--- config.mk ---
export PLATFORM = sky130hd
export DESIGN_NAME = mac_tx_arb
export DESIGN_NICKNAME = d
export VERILOG_FILES = /design/src/rtl/mac_tx_arb.sv
export SDC_FILE = /design/constraint.sdc
export NUM_CORES = 1
export LEC_CHECK = 0
export ABC_AREA = 1
export CAP_MARGIN = 40
export CORE_UTILIZATION = 60
export CTS_CLUSTER_SIZE = 40
export DETAILED_ROUTE_END_ITERATION = 6
export DONT_BUFFER_PORTS = 1
export HOLD_SLACK_MARGIN = 0.1
export PLACE_DENSITY_LB_ADDON = 0.1
export SYNTH_ARGS = -nofsm -noshare
export SYNTH_HDL_FRONTEND = slang
export SYNTH_SLANG_ARGS = --single-unit
export TNS_END_PERCENT = 10
--- constraint.sdc ---
create_clock -name i_clk -period 2.25 [get_ports i_clk]
set_input_delay 0.225 -clock i_clk [delete_from_list [all_inputs] [get_ports i_clk]]
set_output_delay 0.225 -clock i_clk [all_outputs]
set_load 0.03 [all_outputs]
--- src/rtl/mac_tx_arb.sv ---
`default_nettype none
// ============================================================================
// Module   : mac_tx_arb
// Purpose  : Round-robin arbiter that merges N_PORTS AXI-Stream requesters
//            into one frame-granular stream toward a MAC TX controller.
//            A frame whose source stalls mid-frame (underrun) is aborted:
//            the remainder of that frame is sunk and counted as a drop.
// Revision : 1.0 - initial release
// ----------------------------------------------------------------------------
// Ports
//   i_clk, i_reset_n   clock / asynchronous active-low reset
//   i_clk_en           global clock enable (registers and handshakes)
//   i_port_en          per-port arbitration enable
//   s_t*               per-port AXI-S slave side (flattened, port 0 in LSBs)
//   m_t*               AXI-S master side
//   o_grant            registered one-hot grant, zero when idle
//   o_busy             high while a frame is being passed or dropped
//   o_underrun         one-cycle pulse after a mid-frame underrun
//   o_drop_cnt         saturating count of aborted frames
// ============================================================================
module mac_tx_arb #(
  parameter int N_PORTS   = 2,
  parameter int N_SYMBOLS = 4,
  parameter int W_SYMBOL  = 8
) (
  input  logic                                  i_clk,
  input  logic                                  i_reset_n,
  input  logic                                  i_clk_en,
  input  logic [N_PORTS-1:0]                    i_port_en,
  input  logic [N_PORTS-1:0]                    s_tvalid,
  input  logic [N_PORTS-1:0]                    s_tlast,
  input  logic [N_PORTS*N_SYMBOLS*W_SYMBOL-1:0] s_tdata,
  input  logic [N_PORTS*N_SYMBOLS-1:0]          s_tkeep,
  output logic [N_PORTS-1:0]                    s_tready,
  output logic                                  m_tvalid,
  output logic                                  m_tlast,
  output logic [N_SYMBOLS*W_SYMBOL-1:0]         m_tdata,
  output logic [N_SYMBOLS-1:0]                  m_tkeep,
  input  logic                                  m_tready,
  output logic [N_PORTS-1:0]                    o_grant,
  output logic                                  o_busy,
  output logic                                  o_underrun,
  output logic [15:0]                           o_drop_cnt
);

  localparam int          DW = N_SYMBOLS * W_SYMBOL;
  localparam int          IW = $clog2(N_PORTS);
  localparam logic [IW:0] NP = (IW+1)'(N_PORTS);

  typedef enum logic [1:0] {
    IDLE = 2'd0,
    PASS = 2'd1,
    DROP = 2'd2
  } state_t;

  state_t             state;
  logic [IW-1:0]      q_last;     // last port served; search starts after it
  logic [IW-1:0]      g_idx;      // binary index of the granted port
  logic               q_in_frame;
  logic               underrun_q;

  logic [N_PORTS-1:0] req;
  logic               req_any;
  logic [IW-1:0]      pick_idx;
  logic [N_PORTS-1:0] pick_oh;
  logic [IW:0]        rr_sum;

  logic               g_valid;
  logic               g_last;
  logic               pass_acc;
  logic               underrun_cond;
  logic               drop_acc;

  assign req = s_tvalid & i_port_en;

  // Round-robin search: q_last+1, q_last+2, ... wrapping modulo N_PORTS.
  always_comb begin
    req_any  = 1'b0;
    pick_idx = '0;
    pick_oh  = '0;
    rr_sum   = '0;
    for (int i = 1; i <= N_PORTS; i++) begin
      rr_sum = {1'b0, q_last} + (IW+1)'(i);
      if (rr_sum >= NP) rr_sum = rr_sum - NP;
      if (!req_any && req[rr_sum[IW-1:0]]) begin
        req_any                   = 1'b1;
        pick_idx                  = rr_sum[IW-1:0];
        pick_oh[rr_sum[IW-1:0]]   = 1'b1;
      end
    end
  end

  assign g_valid = s_tvalid[g_idx];
  assign g_last  = s_tlast[g_idx];

  // Data path always follows the granted port; only valid/ready are gated.
  assign m_tdata = s_tdata[int'(g_idx)*DW +: DW];
  assign m_tkeep = s_tkeep[int'(g_idx)*N_SYMBOLS +: N_SYMBOLS];
  assign m_tlast = g_last;

  always_comb begin
    s_tready = '0;
    m_tvalid = 1'b0;
    case (state)
      PASS: begin
        s_tready[g_idx] = m_tready & i_clk_en;
        m_tvalid        = g_valid;
      end
      DROP: s_tready[g_idx] = i_clk_en;   // sink the rest of the frame
      default: ;
    endcase
  end

  assign pass_acc      = (state == PASS) && g_valid && m_tready && i_clk_en;
  assign underrun_cond = (state == PASS) && q_in_frame && m_tready && i_clk_en && !g_valid;
  assign drop_acc      = (state == DROP) && g_valid && i_clk_en;

  // The pulse register holds while the clock is disabled, so mask it there.
  assign o_underrun = underrun_q & i_clk_en;

  always_ff @(posedge i_clk or negedge i_reset_n) begin
    if (!i_reset_n) begin
      state      <= IDLE;
      o_grant    <= '0;
      g_idx      <= '0;
      q_last     <= IW'(N_PORTS - 1);
      q_in_frame <= 1'b0;
      o_busy     <= 1'b0;
      underrun_q <= 1'b0;
      o_drop_cnt <= '0;
    end else if (i_clk_en) begin
      underrun_q <= 1'b0;
      case (state)
        IDLE: begin
          if (req_any) begin
            o_grant <= pick_oh;
            g_idx   <= pick_idx;
            o_busy  <= 1'b1;
            state   <= PASS;
          end
        end
        PASS: begin
          if (pass_acc) begin
            if (g_last) begin
              q_last     <= g_idx;
              o_grant    <= '0;
              q_in_frame <= 1'b0;
              o_busy     <= 1'b0;
              state      <= IDLE;
            end else begin
              q_in_frame <= 1'b1;
            end
          end else if (underrun_cond) begin
            underrun_q <= 1'b1;
            if (o_drop_cnt != 16'hFFFF) o_drop_cnt <= o_drop_cnt + 16'd1;
            state      <= DROP;
          end
        end
        DROP: begin
          if (drop_acc && g_last) begin
            q_last     <= g_idx;
            o_grant    <= '0;
            q_in_frame <= 1'b0;
            o_busy     <= 1'b0;
            state      <= IDLE;
          end
        end
        default: begin
          o_grant <= '0;
          o_busy  <= 1'b0;
          state   <= IDLE;
        end
      endcase
    end
  end

endmodule
`default_nettype wire

* Word-level counts from Yosys, hierarchy flattened
Cells that the tools add are included.
** Operators by class
- Reductions and logical operators :: 24
- Bitwise gates (word level) :: 7
- Mux-type cells :: 48
- Shift-type cells :: 2
- Magnitude comparators :: 8
- Equal/unequal tests :: 9
- $add $sub $neg :: 5
** Operator list (count)
- indexed part select 64 x 7 -> 32 bit :: 1
- 2-to-1 mux 1 bit :: 30
- AND reduction 5 bit :: 4
- 2-to-1 mux 2 bit :: 9
- adder 16 x 1 -> 16 bit, second input constant :: 1
- != test 16 bit, second input constant :: 1
- logical AND 1 bit :: 14
- case mux 2 bit (3 select lines) :: 2
- indexed part select 8 x 4 -> 4 bit :: 1
- AND 2 bit :: 3
- < comparator 1 x 2 -> 1 bit, second input constant :: 3
- != test 2 bit, second input constant :: 3
- != test 3 bit, second input constant :: 2
- >= comparator 2 bit, second input constant :: 2
- case mux 1 bit (2 select lines) :: 2
- case mux 2 bit (2 select lines) :: 1
- AND reduction 4 bit :: 1
- demux 1 bit (select 1 bit) :: 3
- >= comparator 1 bit, second input constant :: 3
- case mux 1 bit (3 select lines) :: 1
- AND reduction 3 bit :: 1
- adder 1 x 1 -> 2 bit, second input constant :: 1
- adder 1 x 2 -> 2 bit, second input constant :: 1
- AND 1 bit :: 2
- other kinds (9) :: 11
** Word-level totals
- Bits of input ports :: 82
- Logic and storage cells :: 111
- Register bits after elaboration :: 25

* Longest topological paths before layout
- Depth in word-level cells :: 12
- Mapped depth :: 11
- Depth with buffers taken out :: 10

* Worst setup path after synthesis
Ideal clock, no wire load.
- Path type :: register -> register
- Start :: register o_drop_cnt[0]
- End :: register o_drop_cnt[4]
- Arrival time :: 1698 ps
- Slack :: 433 ps
- Stages on the path, launching flop included :: 10
- Setup time :: 119 ps
- Required time :: 2131 ps
- Path buffers :: 1
- Cells stage by stage :: dfrtp_1 -> ha_1 -> nand3_1 -> nor2_4 -> nand3b_2 -> nand2_4 -> nand2_4 -> buf_6 -> nand2_1 -> o21ai_2
** On the way
- Longest elaborated chain between the ends :: 2
** Ends and longest elaborated chain
- from (decl) :: RTL line 43 : output logic [15:0] o_drop_cnt
- from (signal assigned) :: RTL line 155 : if (o_drop_cnt != 16'hFFFF) o_drop_cnt <= o_drop_cnt + 16'd1;
- parallel branches: the longest is 2 deep, another holds adder 16 x 1 -> 16 bit
Parallel ways; which one is timed is not known.
A chain may end at the register's enable or synchronous reset.

* Worst setup path after layout
- Start :: register state[0]
- End :: output s_tready[0]
** On the way
- Longest elaborated chain between the ends :: 2
** Ends and longest elaborated chain
- from (decl) :: RTL line 56 : state_t state;
- from (signal assigned) :: RTL line 123 : state <= IDLE;
- from (signal assigned) :: RTL line 139 : state <= PASS;
- from (signal assigned) :: RTL line 149 : state <= IDLE;
- == test 2 bit or == test 2 x 1 -> 1 bit (tied branches) :: RTL line 104 : case (state)
- case mux 2 bit (2 select lines) * :: RTL line 104
- to (decl) :: RTL line 34 : output logic [N_PORTS-1:0] s_tready,
Every way passes the cells marked *; elsewhere a longest branch is shown, timed or not.

==> reports/results.ini <==
[finish]
syn_to_final_growth_pct = 7.36
mostFrequentLayoutCell = nand2_1
fin_util_pct = 70.0
seqCellArea_sq_um = 627
fill_cells = 285
multiInputGateArea_sq_um = 1260
diodes = 0
fin_nets = 426
drive_above_1_share_pct = 12.4
most-common-layout-cells = nand2_1, inv_1, dfrtp_1

[routing]
drt-total-wl_mm = 5.49
drt_iter0_drc = 135
vias_per_cell = 5.44
num_vias = 2085
drtAntennaViolNets = 0
drtPass1Iterations = 4
wire_per_inst_microns = 14.3
drc_errors = 0

[global_routing]
grt_max_degree = 39
antenna_found_initial = 0
grt_pass1_vias = 1667
grt_usage_pct = 29.6
grt_first_pass_wirelength_mm = 8.00
overflow = 0

[floorplan]
start_util_pct = 65.2
core_area_sq_um = 3150
ios = 142
num_rows = 20
die_h_microns = 60.6
floorplan.die_area_sq_um = 3670
die_x_microns = 60.6

[pwr]
clkPwrFrac_pct = 6.9
p_int_mw = 1.14
swShare_pct = 61.6
p_leak_nw = 1.23
p_seq_share_pct = 32.0
p_per_area_nw_per_um2 = 1350
switching_power_mw = 1.83
ir_drop_mv = 0.800
comb_power_share_pct = 61.1

[cts]
cts-root-buf = clkbuf_4
clock_latency_ps = 320
cts_tree = built
path_clk_slew_ps = 130
cts_setup_buffers = 0
clk_path_buf_depth = 2
numCtsBuffers = 3
cts_max_level = 1
clock-sinks = 25

[worst_setup_path]
arrival_ps = 1720
path_max_fanout = 4
cp.required_ps = 2030
crit_path_end_kind = output port
critical_path_class = flip-flop to output port
crit_path_start_kind = flip-flop

[synthesis]
syn_area_sq_um = 2060
yosysUniqueCellTypes = 26
syn_nets = 417
ys_seq_elements = 25
async_reset_ff_share_pct = 100
synth_ff_type = dfrtp_1
avgSynthCellArea_sq_um = 6.21
yosysSeqAreaShare_pct = 30.5
yosysWarningCount = 0
synth-edff-count = 0
syn_inst = 331

[timing]
finalHoldViolCount = 0
tightest_slew_ps = 539
relSlewSlack_pct = 63.9
max_freq_mhz = 513
finalCritPeriodShare_pct = 86.6
rsz0062_at_grt = no
drv_slew = 0
min_period_ps = 1950
finalSetupViolations = 0
skew_ps = 9.19
fin_setup_tns_ps = 0

[placement]
place_congestion = 0.894
portBuffers = 0
place_hpwl_mm = 4.40

[worst_hold_path]
hold_path_class = input pin to flip-flop

[flow_run]
cap_violations = 0

[run_status]
outcome = completed

[worst max-delay path: stages (launching register included)]
cell and delay, ps:
dfrtp_1 420, inv_1 80, ha_1 220, nand2_1 80, inv_1 70, o21ai_0 100, nor2_1 440
[metrics by stage]
step	power, mW	setup WS [ps]	hold WS [ps]	instances	cell area [sq um]
detailed placement	2.75	411	-70.1	376	2140
floorplan	2.44	433	-70.6	331	2060
global placement	2.73	512	-70.2	376	2140
CTS	2.97	306	119	383	2210
finish	2.97	302	130	383	2210
global route	3.19	122	147	383	2210
[sequential cells by signal (all words and copies together), names as in the netlist]
signal	count
o_drop_cnt	16
g_idx	1
o_busy	1
underrun_q	1
q_last	1
o_grant	2
state	2
q_in_frame	1
[layout make-up]
cell class                      instances  share of cell area (%)
Sequential cell                        25                    28.4
Timing Repair Buffer                   14                    5.55
Clock buffer                            4                    1.19
Tap cell                               44                    2.49
Multi-Input combinational cell        266                    57.3
Inverter                               30                    5.10
[Yosys cell counts (2+ instances only)]
master	number	area, sq um
ha_1	4	50.1
inv_2	6	22.5
o21ai_2	10	87.6
nand2_1	178	668
nand2_4	3	33.8
o21ai_0	4	20.0
clkbuf_1	8	30.0
nor3_2	2	20.0
inv_1	24	90.1
nand4_1	10	62.6
o21ai_1	5	25.0
buf_6	2	22.5
nand3_1	15	75.1
xor2_1	9	78.8
dfrtp_1	24	601
nand2_2	2	12.5
nor3_1	2	10.0
nor2_1	14	52.6
xnor2_1	2	17.5
[final timing paths]
check,from,end,slack [ps],cells after the start
setup / recovery,state[0]$_DFFE_PN0P_,s_tready[0],300,6
hold / removal,i_clk_en,g_idx$_DFFE_PN0P_,130,2
setup reg to reg,o_drop_cnt[2]$_DFFE_PN0P_,o_drop_cnt[1]$_DFFE_PN0P_,390,7
hold reg to reg,q_last$_DFFE_PN1P_,q_last$_DFFE_PN1P_,490,2
max in group asynchronous,i_reset_n,q_last$_DFFE_PN1P_,1710,2
min in group asynchronous,i_reset_n,o_drop_cnt[4]$_DFFE_PN0P_,300,2
[repair_timing]
action / 4_1_cts / 5_1_grt
hold endpoints to repair: 27 / 0
hold buffers: 3 / 0
resized for setup: 0 / 0
[metal layers]
layer	GRT usage, %	vias to the layer above	part of all wire, %
met5	0	-	0
met4	6.17	0	0.98
met3	7.04	7	7.7
met2	45.2	96	46
met1	42.9	932	45
li1	-	1050	-
[power groups by stage]
stage	registers (mW)	logic [mW]	clock network (mW)
6_report	0.951	1.82	0.204
5_1_grt	0.984	1.97	0.227
4_1_cts	0.951	1.81	0.207
3_5_place_dp	0.961	1.79	0
3_3_place_gp	0.958	1.77	0
2_1_floorplan	1.03	1.41	0
[cell families (layout without fill, tap and decap cells)]
group,Yosys count,in the layout,synth area share [%]
simple gates,229,229,46.9
buf+inv,40,48,8.03
fa+ha+maj,4,4,2.43
xor+xnor,11,11,4.68
flops,25,25,30.5
compound gates,22,22,7.48
Note: power is estimated with default switching activity, not from simulation.
